**config.mk**
```make
export PLATFORM = sky130hd
export DESIGN_NAME = bcd_scan_display
export DESIGN_NICKNAME = d
export VERILOG_FILES = /design/src/rtl/bcd_scan_display.sv
export SDC_FILE = /design/constraint.sdc
export NUM_CORES = 1
export LEC_CHECK = 0
export BUFFER_PORTS_ARGS = -buffer_cell sky130_fd_sc_hd__buf_2
export CAP_MARGIN = 10
export CORE_MARGIN = 2
export CORE_UTILIZATION = 40
export CTS_CLUSTER_SIZE = 16
export DETAILED_ROUTE_END_ITERATION = 7
export GPL_ROUTABILITY_DRIVEN = 0
export PLACE_DENSITY_LB_ADDON = 0.05
export SLEW_MARGIN = 20
export SYNTH_ARGS = -nofsm -noshare
export SYNTH_HDL_FRONTEND = slang
export SYNTH_SLANG_ARGS = --single-unit
```
**constraint.sdc**
```tcl
create_clock -name clk -period 2.2 [get_ports clk]
set_input_delay 0 -clock clk [delete_from_list [all_inputs] [get_ports clk]]
set_output_delay 0 -clock clk [all_outputs]
set_load 0.02 [all_outputs]
```
**src/rtl/bcd_scan_display.sv**
```systemverilog
// bcd_scan_display: four-digit multiplexed seven-segment driver.
// Scans four BCD digits onto a common display, with leading-zero blanking
// and per-digit decimal points. Every output is registered.
module bcd_scan_display #(
    parameter int SCAN_DIV = 4
) (
    input  logic        clk,
    input  logic        clr,
    input  logic [15:0] digits,
    input  logic        blank_lz,
    input  logic [3:0]  dp_sel,
    output logic [6:0]  seg,
    output logic        dp,
    output logic [3:0]  an
);

    // Smallest width that holds SCAN_DIV-1 (SCAN_DIV >= 2).
    localparam int PW = $clog2(SCAN_DIV);

    logic [PW-1:0] pre;
    logic [1:0]    idx;
    logic          tick;
    logic [3:0]    cur;
    logic [3:0]    blank;
    logic [6:0]    seg_d;

    assign tick = (pre == PW'(SCAN_DIV - 1));

    // Select the digit the scan currently points at.
    always_comb begin
        cur = 4'd0;
        case (idx)
            2'd0: cur = digits[3:0];
            2'd1: cur = digits[7:4];
            2'd2: cur = digits[11:8];
            2'd3: cur = digits[15:12];
            default: cur = 4'd0;
        endcase
    end

    // Leading-zero blanking: a digit blanks only while every digit above it
    // is a literal zero. Non-BCD codes are nonzero and stop the run.
    always_comb begin
        blank    = 4'b0000;
        blank[3] = blank_lz && (digits[15:12] == 4'd0);
        blank[2] = blank[3] && (digits[11:8] == 4'd0);
        blank[1] = blank[2] && (digits[7:4] == 4'd0);
        blank[0] = 1'b0;
    end

    // BCD to {g,f,e,d,c,b,a}; codes above 9 show a dash on g.
    always_comb begin
        seg_d = 7'b1000000;
        case (cur)
            4'd0: seg_d = 7'b0111111;
            4'd1: seg_d = 7'b0000110;
            4'd2: seg_d = 7'b1011011;
            4'd3: seg_d = 7'b1001111;
            4'd4: seg_d = 7'b1100110;
            4'd5: seg_d = 7'b1101101;
            4'd6: seg_d = 7'b1111101;
            4'd7: seg_d = 7'b0000111;
            4'd8: seg_d = 7'b1111111;
            4'd9: seg_d = 7'b1101111;
            default: seg_d = 7'b1000000;
        endcase
        if (blank[idx]) seg_d = 7'b0000000;
    end

    // Prescaler, digit index and registered outputs. The output stage delays
    // every digit by the same edge, so each one still dwells SCAN_DIV cycles.
    always_ff @(posedge clk) begin
        if (clr) begin
            pre <= '0;
            idx <= 2'd0;
            seg <= 7'b0000000;
            dp  <= 1'b0;
            an  <= 4'b0000;
        end else begin
            pre <= tick ? '0 : pre + 1'b1;
            if (tick) idx <= idx + 2'd1;
            an  <= 4'b0001 << idx;
            seg <= seg_d;
            dp  <= dp_sel[idx];
        end
    end

endmodule

```
* Word-level counts from Yosys, hierarchy flattened *
Memory sizes are Yosys's and may differ from the RTL's. A register that Yosys moved wholly into a read port is not among the register bits.
Index checks and enable logic that the tools add are counted.

word-level totals
  bits in registers = 9
  memory bits (read-only) = 112
  input port bits = 23
  output and inout port bits = 12
  logic and storage cells = 27
  memories kept = 1

cells by class
  add/subtract/negate cells = 2
  magnitude comparators = 1
  equal/unequal tests = 4
  shifts and indexed selects = 1
  muxes and demuxes = 5
  reductions and logical operators = 9

memories
  memory            depth  bits a word  read ports  clocked after Yosys merged registers in  wr ports  RTL line  source
  (name not given)  16     7            1           1                                        0         54        case (cur)

operator list
  cell                                                         count
  case mux 4 bit (4 select lines)                              1
  logical NOT 4 bit                                            3
  == test 2 bit (second input constant)                        3
  adder 2 x 1 -> 2 bit (second input constant)                 2
  binary-select mux 1 bit (select 2 bit)                       2
  OR reduction 2 bit                                           2
  left shift 1 x 2 -> 4 bit (first input constant)             1
  logical AND 1 bit                                            3
  less-than comparator 2 x 3 -> 1 bit (second input constant)  1
  == test 2 x 1 -> 1 bit (second input constant)               1
  logical NOT 2 bit                                            1
  two-way mux 1 bit                                            2

* Depth between registers and ports, before layout *
Gate-level depths: netlist of the first run.

  word-level depth = 7
  gate-level depth with buffers = 9
  depth with buffers taken out = 9

* Worst setup path before layout of the first run *
OpenSTA, ideal clock, no wires.

  kind = register to register
  from = register idx[0]
  to = register seg[0]
  library setup time = 0.096 ns
  arrival = 2.195 ns
  required time = 2.104 ns
  setup slack = -0.091 ns
  stages on the path, launching flop included = 10
  buffers on the path = 0
  cells stage by stage = dfxtp_1 > inv_1 > ha_1 > a22oi_1 > o2bb2ai_1 > inv_1 > ha_1 > a2111oi_1 > a2111oi_2 > nor4b_1

on the way
  longest elaborated chain between the ends = 3
  elaborated cells on any way between the ends = 8
  classes of those cells = eq/ne (3); mux (3); reduce/logical (2)

RTL lines
  item                                     RTL line  source
  start: declaration                       21        logic [1:0] idx;
  start signal: assignment                 81        if (tick) idx <= idx + 2'd1;
  binary-select mux 1 bit (select 2 bit)   67        if (blank[idx]) seg_d = 7'b0000000;
  two-way mux 1 bit (not written as such)  67
  OR reduction 2 bit (no line)             --
  end: declaration                         12        output logic [6:0] seg,

Several ways; a longest one is shown, not always the timed one. The select of a mux whose other input is x is not followed.
A chain may end at the register's enable or synchronous reset.

* Worst setup path in the final report of the first run *
  from = register idx[0]
  to = register seg[6]

Same word-level chain as after synthesis.

==> results of run 1 <==
==> layout make-up <==
class	count	area (sq um)	share of cell area, %
Clock buffer	4	36.3	2.65
Sequential cell	16	328	23.9
Tap cell	28	35.0	2.55
Inverter	6	26.3	1.92
Multi-Input combinational cell	68	678	49.5
Timing Repair Buffer	46	268	19.5
==> power breakdown <==
group	leakage (uW)	total, uW	switching (uW)	internal (uW)
clock	0.0000210	194	93.6	101
sequential	0.000134	323	8.77	315
combinational	0.000426	275	147	128
total	0.000581	793	249	543
==> critical path, stage by stage (launching register included) <==
cell,delay [ps]
sky130_fd_sc_hd__dfxtp_4,400
sky130_fd_sc_hd__clkinvlp_4,180
sky130_fd_sc_hd__ha_4,220
sky130_fd_sc_hd__a222oi_1,420
sky130_fd_sc_hd__buf_4,200
sky130_fd_sc_hd__mux2_4,160
sky130_fd_sc_hd__mux2_4,300
sky130_fd_sc_hd__a211oi_2,170
==> synthesized netlist by cell type, types with 2 or more instances <==
| library cell | n |
|---|---|
| sky130_fd_sc_hd__dfxtp_1 | 16 |
| sky130_fd_sc_hd__ha_1 | 11 |
| sky130_fd_sc_hd__nor3_1 | 6 |
| sky130_fd_sc_hd__inv_1 | 5 |
| sky130_fd_sc_hd__a21oi_1 | 4 |
| sky130_fd_sc_hd__a22oi_1 | 4 |
| sky130_fd_sc_hd__nor4_1 | 4 |
| sky130_fd_sc_hd__a211oi_1 | 3 |
| sky130_fd_sc_hd__nand2_1 | 3 |
| sky130_fd_sc_hd__nand3_1 | 3 |
| sky130_fd_sc_hd__nor2_1 | 3 |
| sky130_fd_sc_hd__a2111oi_2 | 2 |
| sky130_fd_sc_hd__a21o_1 | 2 |
| sky130_fd_sc_hd__mux2_4 | 2 |
| sky130_fd_sc_hd__o21ai_0 | 2 |
==> placed cells by master (no fill, tap or decap), types with 2 or more instances in the layout <==
cell type | netlist | routed
sky130_fd_sc_hd__clkbuf_4 | 0 | 3
sky130_fd_sc_hd__ha_4 | 0 | 2
sky130_fd_sc_hd__a22oi_1 | 4 | 3
sky130_fd_sc_hd__o2bb2ai_2 | 1 | 2
sky130_fd_sc_hd__a21oi_2 | 1 | 2
sky130_fd_sc_hd__dfxtp_4 | 0 | 2
sky130_fd_sc_hd__ha_2 | 0 | 2
sky130_fd_sc_hd__a2111oi_4 | 0 | 2
sky130_fd_sc_hd__dlygate4sd3_1 | 0 | 3
sky130_fd_sc_hd__nor4_1 | 4 | 4
sky130_fd_sc_hd__a21oi_1 | 4 | 3
sky130_fd_sc_hd__o21ai_0 | 2 | 2
sky130_fd_sc_hd__ha_1 | 11 | 7
sky130_fd_sc_hd__a21o_1 | 2 | 2
sky130_fd_sc_hd__inv_2 | 1 | 3
sky130_fd_sc_hd__nor3_2 | 0 | 2
sky130_fd_sc_hd__mux2_4 | 2 | 2
sky130_fd_sc_hd__nor2_1 | 3 | 3
sky130_fd_sc_hd__nor3_1 | 6 | 3
sky130_fd_sc_hd__dfxtp_1 | 16 | 14
sky130_fd_sc_hd__nand3_1 | 3 | 3
sky130_fd_sc_hd__a211oi_1 | 3 | 3
sky130_fd_sc_hd__buf_2 | 0 | 34
sky130_fd_sc_hd__nand2_1 | 3 | 3
sky130_fd_sc_hd__buf_4 | 0 | 9
sky130_fd_sc_hd__inv_1 | 5 | 2
==> path summary, 6_finish.rpt <==
| check | start | end | slack, ps | cells past startpoint |
|---|---|---|---|---|
| max reg2reg | idx[0]$_SDFFE_PP0P_ | seg[6]$_SDFF_PP0_ | 90 | 7 |
| min reg2reg | pre[0]$_SDFF_PP0_ | pre[0]$_SDFF_PP0_ | 430 | 1 |
| max | idx[0]$_SDFFE_PP0P_ | seg[6]$_SDFF_PP0_ | 90 | 7 |
| min | clr | idx[1]$_SDFFE_PP0P_ | 80 | 2 |
==> layer usage <==
layer  part of all wire, %  vias to the layer above  global-route usage, %
li1                      -                      448                      -
met1                    41                      410                   18.8
met2                    54                       17                   37.6
met3                   3.8                        4                   6.03
met4                   1.1                        0                   3.95
met5                     0                        -                      0
==> what timing repair did <==
item | CTS | global route
setup endpoints to repair | 1 | 5
hold buffers | 3 | 0
endpoints found under the hold margin | 1 | 0
buffers inserted | 0 | 1
pin swaps | 0 | 10
resized for setup | 2 | 20
==> stage by stage <==
stage | std cells | total power (uW)
floorplan | 91 | 483
global placement | 160 | 571
detailed placement | 160 | 572
CTS | 167 | 769
global route | 168 | 839
finish | 168 | 793
==> cell families (layout without fill, tap and decap cells) <==
kind of cell	count (synthesis)	after routing	share of synthesized area, %
AOI/OAI and AO/OA	30	30	27.5
and+or+nand+nor	22	22	12.6
DFF	16	16	35.1
adders and majority gates	11	11	15.1
buffers and inverters	7	56	2.88
muxes	4	4	5.89
xor gates and xnor gates	1	1	0.959
==> flip-flops by register name, indices dropped and copies added (netlist names) <==
signal  flops
seg         7
dp          1
pre         2
idx         2
an          4
==> impl_summary.md, run 1 <==
Run status
The flow ran to the end, and the final reports show no timing, DRC or antenna violations.

Drt
In the routed design, unresolved DRC markers number 0. Once detail routing completed, the nets flagged for antenna violations numbered 0. Before antenna repair, the detailed router went through 4 iterations. The detailed router's first-iteration violation count is 13. The average vias per placed instance is 5.23. In the final routed layout, each cell accounts on average for 13.6 um. Wires add up to 2290 um.

The routed layout has 879 vias.

Final layout
Cells with a size suffix above 1 make up 52.9% of the layout. The antenna cell count is 0. After filler insertion, the fill cell instance count of the layout stands at 191. The layout overhead on the synthesized area is 50.1%. The number of nets in the finished design is 175. For this run, the share of the core covered by cells in the final layout is 62.6%. The post-route standard cell area excluding fillers is 1370 sq um.

Floorplanning
After floorplanning, the core was divided into 17 placement rows. The starting density of the core is 41.7%. The floorplan step set the die height to 51.8 um. From left edge to right edge, the die measures 51.8 um. The area of the placeable core is 2190 sq um. The die footprint is 2680 sq um. The number of placed I/O pins is 35.

Power
The total leakage power is 0.000581 uW. The total power per unit cell area is 578 nW/um^2. The highest ir drop seen on vdd is 0.542 mV.

Clocking
The maximum buffer depth of the clock tree is 2. The root buffer cell chosen for the clock tree is sky130_fd_sc_hd__clkbuf_4. The later pin in the worst-skew pair is clocked with a latency of 280 ps.

The number of H-tree branching levels is 1. The tree built by TritonCTS fans out to 16 sinks. The clock-pin transition on the worst setup and hold timing paths is 100 ps.

Buffers inserted during clock tree synthesis total 3. TritonCTS built the clock tree.

Yosys
In this run, synthesis inferred 0 flip-flops with an integrated enable. The count of distinct cell types in the synthesized netlist is 36. The total nets after synthesis is 125. The synthesized area divided by synthesized cell count is 10.0 sq um. The synthesized netlist occupies a cell area of 913 sq um. The post-synthesis sequential area ratio is 35.1%. The synthesized netlist cell count is 91. The largest area contributor in the synthesized netlist is sky130_fd_sc_hd__dfxtp_1. The fraction of synthesized cell area taken by the top area cell type is 35.1%. Counting flops and latches in the post-synthesis netlist gives 16. By area the synthesized netlist is led by sky130_fd_sc_hd__dfxtp_1, sky130_fd_sc_hd__ha_1, sky130_fd_sc_hd__nor3_1.

The yosys synthesis warning count is 0. The most used flip-flop cell after synthesis is sky130_fd_sc_hd__dfxtp_1. The proportion of register bits with asynchronous set or reset after synthesis is 0%.

Global route
The number of global-route vias before repair came to 871. Summed over all layers, the global routing overflow is 0. Global routing used 18.9% of the available tracks. The largest net degree at the start of global routing is 16.

The number of antenna violations at the first check in global routing is 0. The wire length of the first global-routing pass is 3750 um.

Critical path
The worst setup path is captured at a flip-flop. The category of the worst setup path launch point is a flip-flop. The data arrival time of the critical path is 2320 ps. The largest driver fanout on the critical path is 6. The worst endpoint required time is 2410 ps. The worst setup path is of the reg2reg kind.

Placement
Timing analysis after detailed placement gives a worst setup slack of 13.5 ps. Summed over all nets, the half-perimeter wirelength after detailed placement is 1710 um. The count of input and output buffers is 34. Summing all placed instances gives a cell area of 1190 sq um.

Timing
The setup-violating endpoint count in the final report is 0. The maximum clock frequency is 473 MHz. The number of max-slew violations in the final report is 0. Clock skew on the completed layout was measured at 3.64 ps. Setup repair after global routing could not meet its margin everywhere. At the pin with the least slew margin, the transition time is 476 ps.

The clock period could shrink to 2110 ps. The post-route setup TNS is 0 ps. Setup slack on the critical path of the routed design comes to 85.6 ps. In the finished design, the share of the clock period the worst path needs comes to 96.1%. Headroom to the max-slew limit came out at 68.2%. The tightest hold path in the finished design has a slack of 82.5 ps. The final-report hold violation count is 0.

Flow run
Max-cap violations in this run came to 0.

Min path
The worst hold path class is in2reg.
(Power assumes the default switching activity.)
==> run 2: changes to the inputs <==
Settings changed: PLACE_DENSITY from default to 0.76, PLACE_DENSITY_LB_ADDON 0.05 to default.
==> run 2 against run 1 <==
Compared with the run above:
- routed wire length fell by 0.48%
- global-route usage decreased by 1.9 points
- clock skew increased by 4.2 ps
- final cell count down 1.2%
- die area stayed put
- worst hold slack got worse by 4.7 ps
- non-clock buffer count down 2
- total power decreased by 1.5%
- register-to-register slack hardly changed
- sequential share of layout area up 0.74 points
- final area down 3.0%
- sequential power barely moved
- critical path type unchanged
- highest routed layer unchanged
==> impl_summary.md, run 2 (synthesis gave the netlist of run 1 again) <==
Timing
The number of max-slew violations in the final report is 0. After layout, the minimum clock period comes to 2120 ps. The worst-case hold slack is 77.8 ps. The ratio of final minimum period to clock period is 96.2%. Setup repair after global routing could not meet its margin everywhere. The setup-violating endpoint count in the final report is 0. The worst setup skew after layout is 7.87 ps.

For this run, the top clock speed supported by timing is 472 MHz. The final-report hold violation count is 0. The smallest setup slack after layout is 82.7 ps. The remaining max-slew budget at the tightest pin is 69.8%.

Adding up every negative setup slack in the final design gives 0 ps. At the pin with the least slew margin, the transition time is 453 ps.

Critical path
The data arrival time of the critical path is 2270 ps. The register-to-register setup slack is 80 ps. Data on the critical path is required at its endpoint by 2350 ps. Along the worst path, the maximum fanout reaches 7.

The critical path starts at idx[0]$_SDFFE_PP0P_. The critical path is of the reg2reg type. The reg-to-reg critical path startpoint is idx[0]$_SDFFE_PP0P_. The worst setup path is captured at a flip-flop.

The category of the worst setup path launch point is a flip-flop.

Floorplanning
The starting density of the core is 41.7%. The area of the placeable core is 2190 sq um. The number of placed I/O pins is 35. The die is 51.8 um tall.

The number of placement rows is 17. The width of the die is 51.8 um. The die footprint is 2680 sq um.

Power
The total leakage power is 0.000569 uW. Dividing total power by cell area gives a power density of 587 nW/um^2. Summing internal, switching and leakage power gives 781 uW. IR analysis of the VDD net gives a maximum drop of 0.260 mV.

Clocking
The maximum buffer depth of the clock tree is 2. The clock-pin transition on the worst setup and hold timing paths is 100 ps. The later pin in the worst-skew pair is clocked with a latency of 280 ps. For this design, the sink count on the clock tree is 16. The tree is rooted in a sky130_fd_sc_hd__clkbuf_4. TritonCTS created 3 clock buffers. TritonCTS built the clock tree. The number of H-tree branching levels is 1.

Final layout
The flip-flop count of the largest register after layout is 7. The commonest non-fill, non-tap cell in the layout is sky130_fd_sc_hd__buf_2. The finished cells cover 1330 sq um. The layout overhead on the synthesized area is 45.6%. In the layout the commonest cells are sky130_fd_sc_hd__buf_2, sky130_fd_sc_hd__dfxtp_1, sky130_fd_sc_hd__ha_1, sky130_fd_sc_hd__buf_4. The number of antenna diodes in the final layout is 0.

Of the cells placed in the final design, the portion with a size suffix greater than 1 is 49.3%. Ranked by flip-flop count, first place goes to seg. The number of nets in the finished design is 173. In the final layout, the registers with the most flip-flops are seg (7), an (4).

Drt
In this run the remaining antenna-violating nets after routing total 0. The number of remaining DRC errors is 0. The total via count in the routed design is 892. After detailed routing, the average wire length per cell comes to 13.7 um. The first-pass iteration count of the detailed router is 4. In this run, the number of DRC markers left after iteration 0 of detailed routing was 21. The final wirelength is 2280 um. The average vias per placed instance is 5.37.

Placement
Prior to clock tree synthesis, the placed netlist has a worst setup slack of 12.6 ps. The total placed instance area is 1170 sq um. In this run the tool buffered the top-level ports with 34 buffer cells.

The detailed placement HPWL is 1650 um.

Global route
For this run the aggregate overflow at the end of global routing stands at 0. The wire length of the first global-routing pass is 3490 um. The number of global-route vias before repair is 892. The largest net degree at the start of global routing is 16. Global routing used 17.0% of the available tracks across all layers. The number of antenna violations at the first check in global routing is 0.

For this run, global-route usage on met1 was measured as 20.6%. The fraction of met3 tracks used by global routing is 1.44%. The most utilized layer in the global route result is met2. Global routing consumed, on the met2 layer, 29.7% of the routing resources.

Min path
The path class of the tightest hold or removal check is in2reg. The worst hold path begins at clr.

Flow run
The count of maximum capacitance violations is 0.

Run status
The run finished with clean final reports.
## run 2: layout make-up
cell class	count	area [sq um]
clock buffer	4	36.3
fill	180	861
inverter	6	26.3
multi-input combinational	68	652
sequential	16	328
tap	28	35.0
timing repair buffer	44	253
## run 2: path summary, 6_finish.rpt
kind,to,depth (start not counted)
hold / removal,idx[0]$_SDFFE_PP0P_,2
hold reg to reg,pre[0]$_SDFF_PP0_,1
setup reg to reg,seg[0]$_SDFF_PP0_,6
setup / recovery,seg[0]$_SDFF_PP0_,6
## run 2: worst max-delay path, cell delays in order (launching register included)
cell and delay (ps):
sky130_fd_sc_hd__dfxtp_4 400, sky130_fd_sc_hd__clkinvlp_4 160, sky130_fd_sc_hd__ha_4 210, sky130_fd_sc_hd__a22o_1 290, sky130_fd_sc_hd__o22a_1 320, sky130_fd_sc_hd__a2111oi_2 490, sky130_fd_sc_hd__nor4b_1 110
## run 2: power by group
group          total, uW  switching [uW]  leakage (uW)  internal (uW)
Clock                193            92.5     0.0000210            101
Combinational        264             143      0.000414            121
Sequential           324            9.11      0.000134            315
Total                781             245      0.000569            536
## run 2: repair_timing
action,CTS,global route
endpoints found under the hold margin,1,0
gates resized for setup,1,15
buffers inserted,0,1
hold buffers,3,0
pin swaps,0,4
setup endpoints to repair,1,5
cloned,0,0
## run 2: per-layer routing
metal / share of wire [%] / wire length [um] / vias to the layer above
met3: 4.3 / 98 / 4
met1: 44 / 1000 / 417
li1: - / - / 443
met4: 1.7 / 38 / 0
met2: 50 / 1140 / 28
met5: 0 / 0 / -
## run 2: through the flow
| step | cells | utilization (%) |
|---|---|---|
| after CTS | 165 | 56.6 |
| after floorplan | 91 | - |
| after global routing | 166 | 60.7 |
| after detailed placement | 158 | 53.5 |
| after global placement | 158 | 53.5 |
| final | 166 | 60.7 |
==> run 3: changes to the inputs <==
Clock period 2.2 ns to 1.8 ns, I/O delays scaled along.
==> run 3 against run 2 <==
Compared with the run above:
- global-route usage rose by 4.9 points
- utilization is 9.6 points higher
- the run now ends with negative setup slack left
- final cell count is 7.8% higher
- combinational power increased by 58%
- total power rose by 28%
- largest power group is now combinational logic
- setup slack worse by 170 ps
- critical path depth rose by 3
==> impl_summary.md, run 3 (synthesis gave the netlist of run 1 again) <==
Run status
The run finished, with violations left. The final reports fail on negative setup slack.

Global route
The wire length of the first global-routing pass is 4310 um. The number of antenna violations at the first check in global routing is 0. The all-layer global routing usage is 22.0%. Entering global routing, the biggest net connects 16 pins. The number of global-route vias before repair came to 1001. The total grt overflow is 0.

Clocking
The number of H-tree branching levels is 1. The clock tree from TritonCTS is built. At the later pin of the worst-skew pair, clock insertion delay measures 280 ps. The number of clock buffers added by TritonCTS is 3. The maximum buffer depth of the clock tree is 2.

The clock root buffer is sky130_fd_sc_hd__clkbuf_4. The sink count of the clock tree is 16. Clock-pin slew was measured on the worst setup and hold paths at 90 ps.

Flow run
The count of maximum capacitance violations is 0.

Drt
The routed design has 2620 um of wire. The detail route stage leaves a number of antenna-violating nets equal to 0. The number of remaining DRC errors is 0. After detailed routing, the number of vias per cell comes to 5.26. In this run, the number of DRC markers left after iteration 0 of detailed routing was 7.

The first-pass iteration count of the detailed router is 5. The total via count in the routed design is 942. Dividing the detail-routed wire length by the instance count gives 14.6 um.

Critical path
The worst endpoint required time is 1980 ps. On the critical path, the stage with the largest delay is an instance of sky130_fd_sc_hd__dfxtp_4. The class of the most critical setup path is reg2reg. STA classifies the critical path startpoint as a flip-flop. The largest single stage delay on the critical path is 410 ps. The depth of the worst register-to-register path is 9. The worst register-to-register path ends at seg[3]$_SDFF_PP0_. The worst setup path is captured at a flip-flop. Traced cell by cell, the critical path runs through inv_4 -> ha_4 -> a22oi_2 -> o2bb2ai_4 -> inv_2 -> ha_4 -> a2111oi_4 -> a2111oi_4 -> nor4_2. Data arrives at the worst endpoint at 2070 ps.

The worst register-to-register path has a setup slack of -90 ps. Along the worst path, the maximum fanout reaches 6. The startpoint identified for the worst register-to-register timing path is idx[0]$_SDFFE_PP0P_.

Floorplanning
The area of the placeable core is 2190 sq um. The floorplan step set the die height to 51.8 um. The floorplan step defined a die boundary enclosing 2680 sq um. The floorplan step set the die width to 51.8 um. 35 I/O pins were placed.

The number of placement rows is 17. Once the floorplan was initialized, standard cells occupied 41.7% of the core.

Final layout
0 antenna diodes ended up in the layout. The layout overhead on the synthesized area is 68.6%. The final core utilization is 70.3%. The register with the most flip-flops in the layout has 7 of them. The number of fill cells is 175. Leaving out fill and tap cells, the most frequent cells in the layout are sky130_fd_sc_hd__buf_2, sky130_fd_sc_hd__buf_4, sky130_fd_sc_hd__dfxtp_1. The sequential cell area is 328 sq um. The largest registers in the layout are seg (7), an (4). The fraction of final layout cells with drive strength greater than 1 is 60.3%. The number of nets in the finished design is 186. The library cell used most frequently in the layout, excluding fill and tap cells, is sky130_fd_sc_hd__buf_2. The register with the most flip-flops in the final layout is seg. In the final layout, the multi-input gates occupy 757 sq um.

Timing
For the finished layout, the period the worst path requires is 1890 ps. After layout, the worst setup slack is -91.8 ps. The final-report hold violation count is 0. The number of max-slew violations in the final report is 0. Hold timing on the final database bottoms out at a slack of 63.3 ps. The worst-margin pin slew is 447 ps. Setup repair after global routing could not meet its margin everywhere.

The maximum clock frequency is 529 MHz. Dividing the final minimum period by the clock period gives 105%. The worst pin sits at a relative slew slack of 70.2%. The setup-violating endpoint count in the final report is 6. The worst setup skew after layout is 5.03 ps.

Min path
The worst hold path passes through 2 cells. The hold path startpoint is clr. The tightest min-delay check is of the in2reg type. The path with the worst hold slack has its endpoint at idx[0]$_SDFFE_PP0P_.

Placement
The detailed placement HPWL is 1940 um. In this run the tool buffered the top-level ports with 34 buffer cells.

Power
In this run the static leakage power is 0.000642 uW. The highest ir drop seen on vdd is 0.575 mV. The total power per unit cell area is 650 nW/um^2.
run 3: cell count changes in the layout (fill, tap and decap cells not counted), sizes merged:
cell         before  now
buf              41   53
clkinvlp          1    0
inv               5    6
dlygate4sd3       3    4
clkbuf            4    3
clkinv            0    1
run 3: per-layer routing:
| layer | wire length, um | global-route usage, % | up-vias |
|---|---|---|---|
| li1 | - | - | 471 |
| met1 | 1060 | 23.7 | 440 |
| met2 | 1430 | 41.5 | 27 |
| met3 | 112 | 5.46 | 4 |
| met4 | 24 | 7.02 | 0 |
| met5 | 0 | 0 | - |
run 3: how the worst max path moves through the flow:
stage	slack, ps	cells past startpoint	from	endpoint
finish	-90	9	idx[0]$_SDFFE_PP0P_	seg[3]$_SDFF_PP0_
global route	-200	9	idx[0]$_SDFFE_PP0P_	seg[3]$_SDFF_PP0_
CTS	-70	8	idx[0]$_SDFFE_PP0P_	seg[0]$_SDFF_PP0_
detailed placement	-120	7	idx[1]$_SDFFE_PP0P_	seg[5]$_SDFF_PP0_
global placement	-110	7	idx[1]$_SDFFE_PP0P_	seg[5]$_SDFF_PP0_
floorplan	-20	8	idx[0]$_SDFFE_PP0P_	seg[5]$_SDFF_PP0_
run 3: area by class of cell:
class / instances / share of cell area, %
multi-input combinational: 68 / 49.1
timing repair buffer: 57 / 23.6
sequential: 16 / 21.3
tap: 28 / 2.27
inverter: 6 / 1.95
clock buffer: 3 / 1.46
clock inverter: 1 / 0.244
run 3: repair_timing:
| action | CTS | global route |
|---|---|---|
| hold endpoints to repair | 1 | 0 |
| buffers inserted | 1 | 2 |
| pin swaps | 8 | 7 |
| gates resized for setup | 3 | 13 |
| endpoints found under the setup margin | 7 | 7 |
| hold buffers | 4 | 0 |
run 3: stage by stage:
stage / instance area (sq um) / power (uW) / TNS, ps / std cells / setup WS [ps]
detailed placement: 1360 / 754 / -447 / 168 / -123
global placement: 1360 / 744 / -305 / 168 / -111
global route: 1540 / 1060 / -894 / 179 / -195
finish: 1540 / 1000 / -302 / 179 / -91.8
floorplan: 1030 / 617 / -38.7 / 91 / -15.9
CTS: 1450 / 956 / -351 / 177 / -69.3
run 3: critical path: cells and delay by family (launching register included):
family | cells | cell delay, ps
compound gates | 4 | 710
fa+ha+maj | 2 | 340
buf+inv | 2 | 130
flops | 1 | 410
simple gates | 1 | 210
run 3: power by group:
| part | internal (uW) | switching, uW |
|---|---|---|
| Clock | 80.4 | 109 |
| Combinational | 203 | 213 |
| Sequential | 385 | 12.0 |
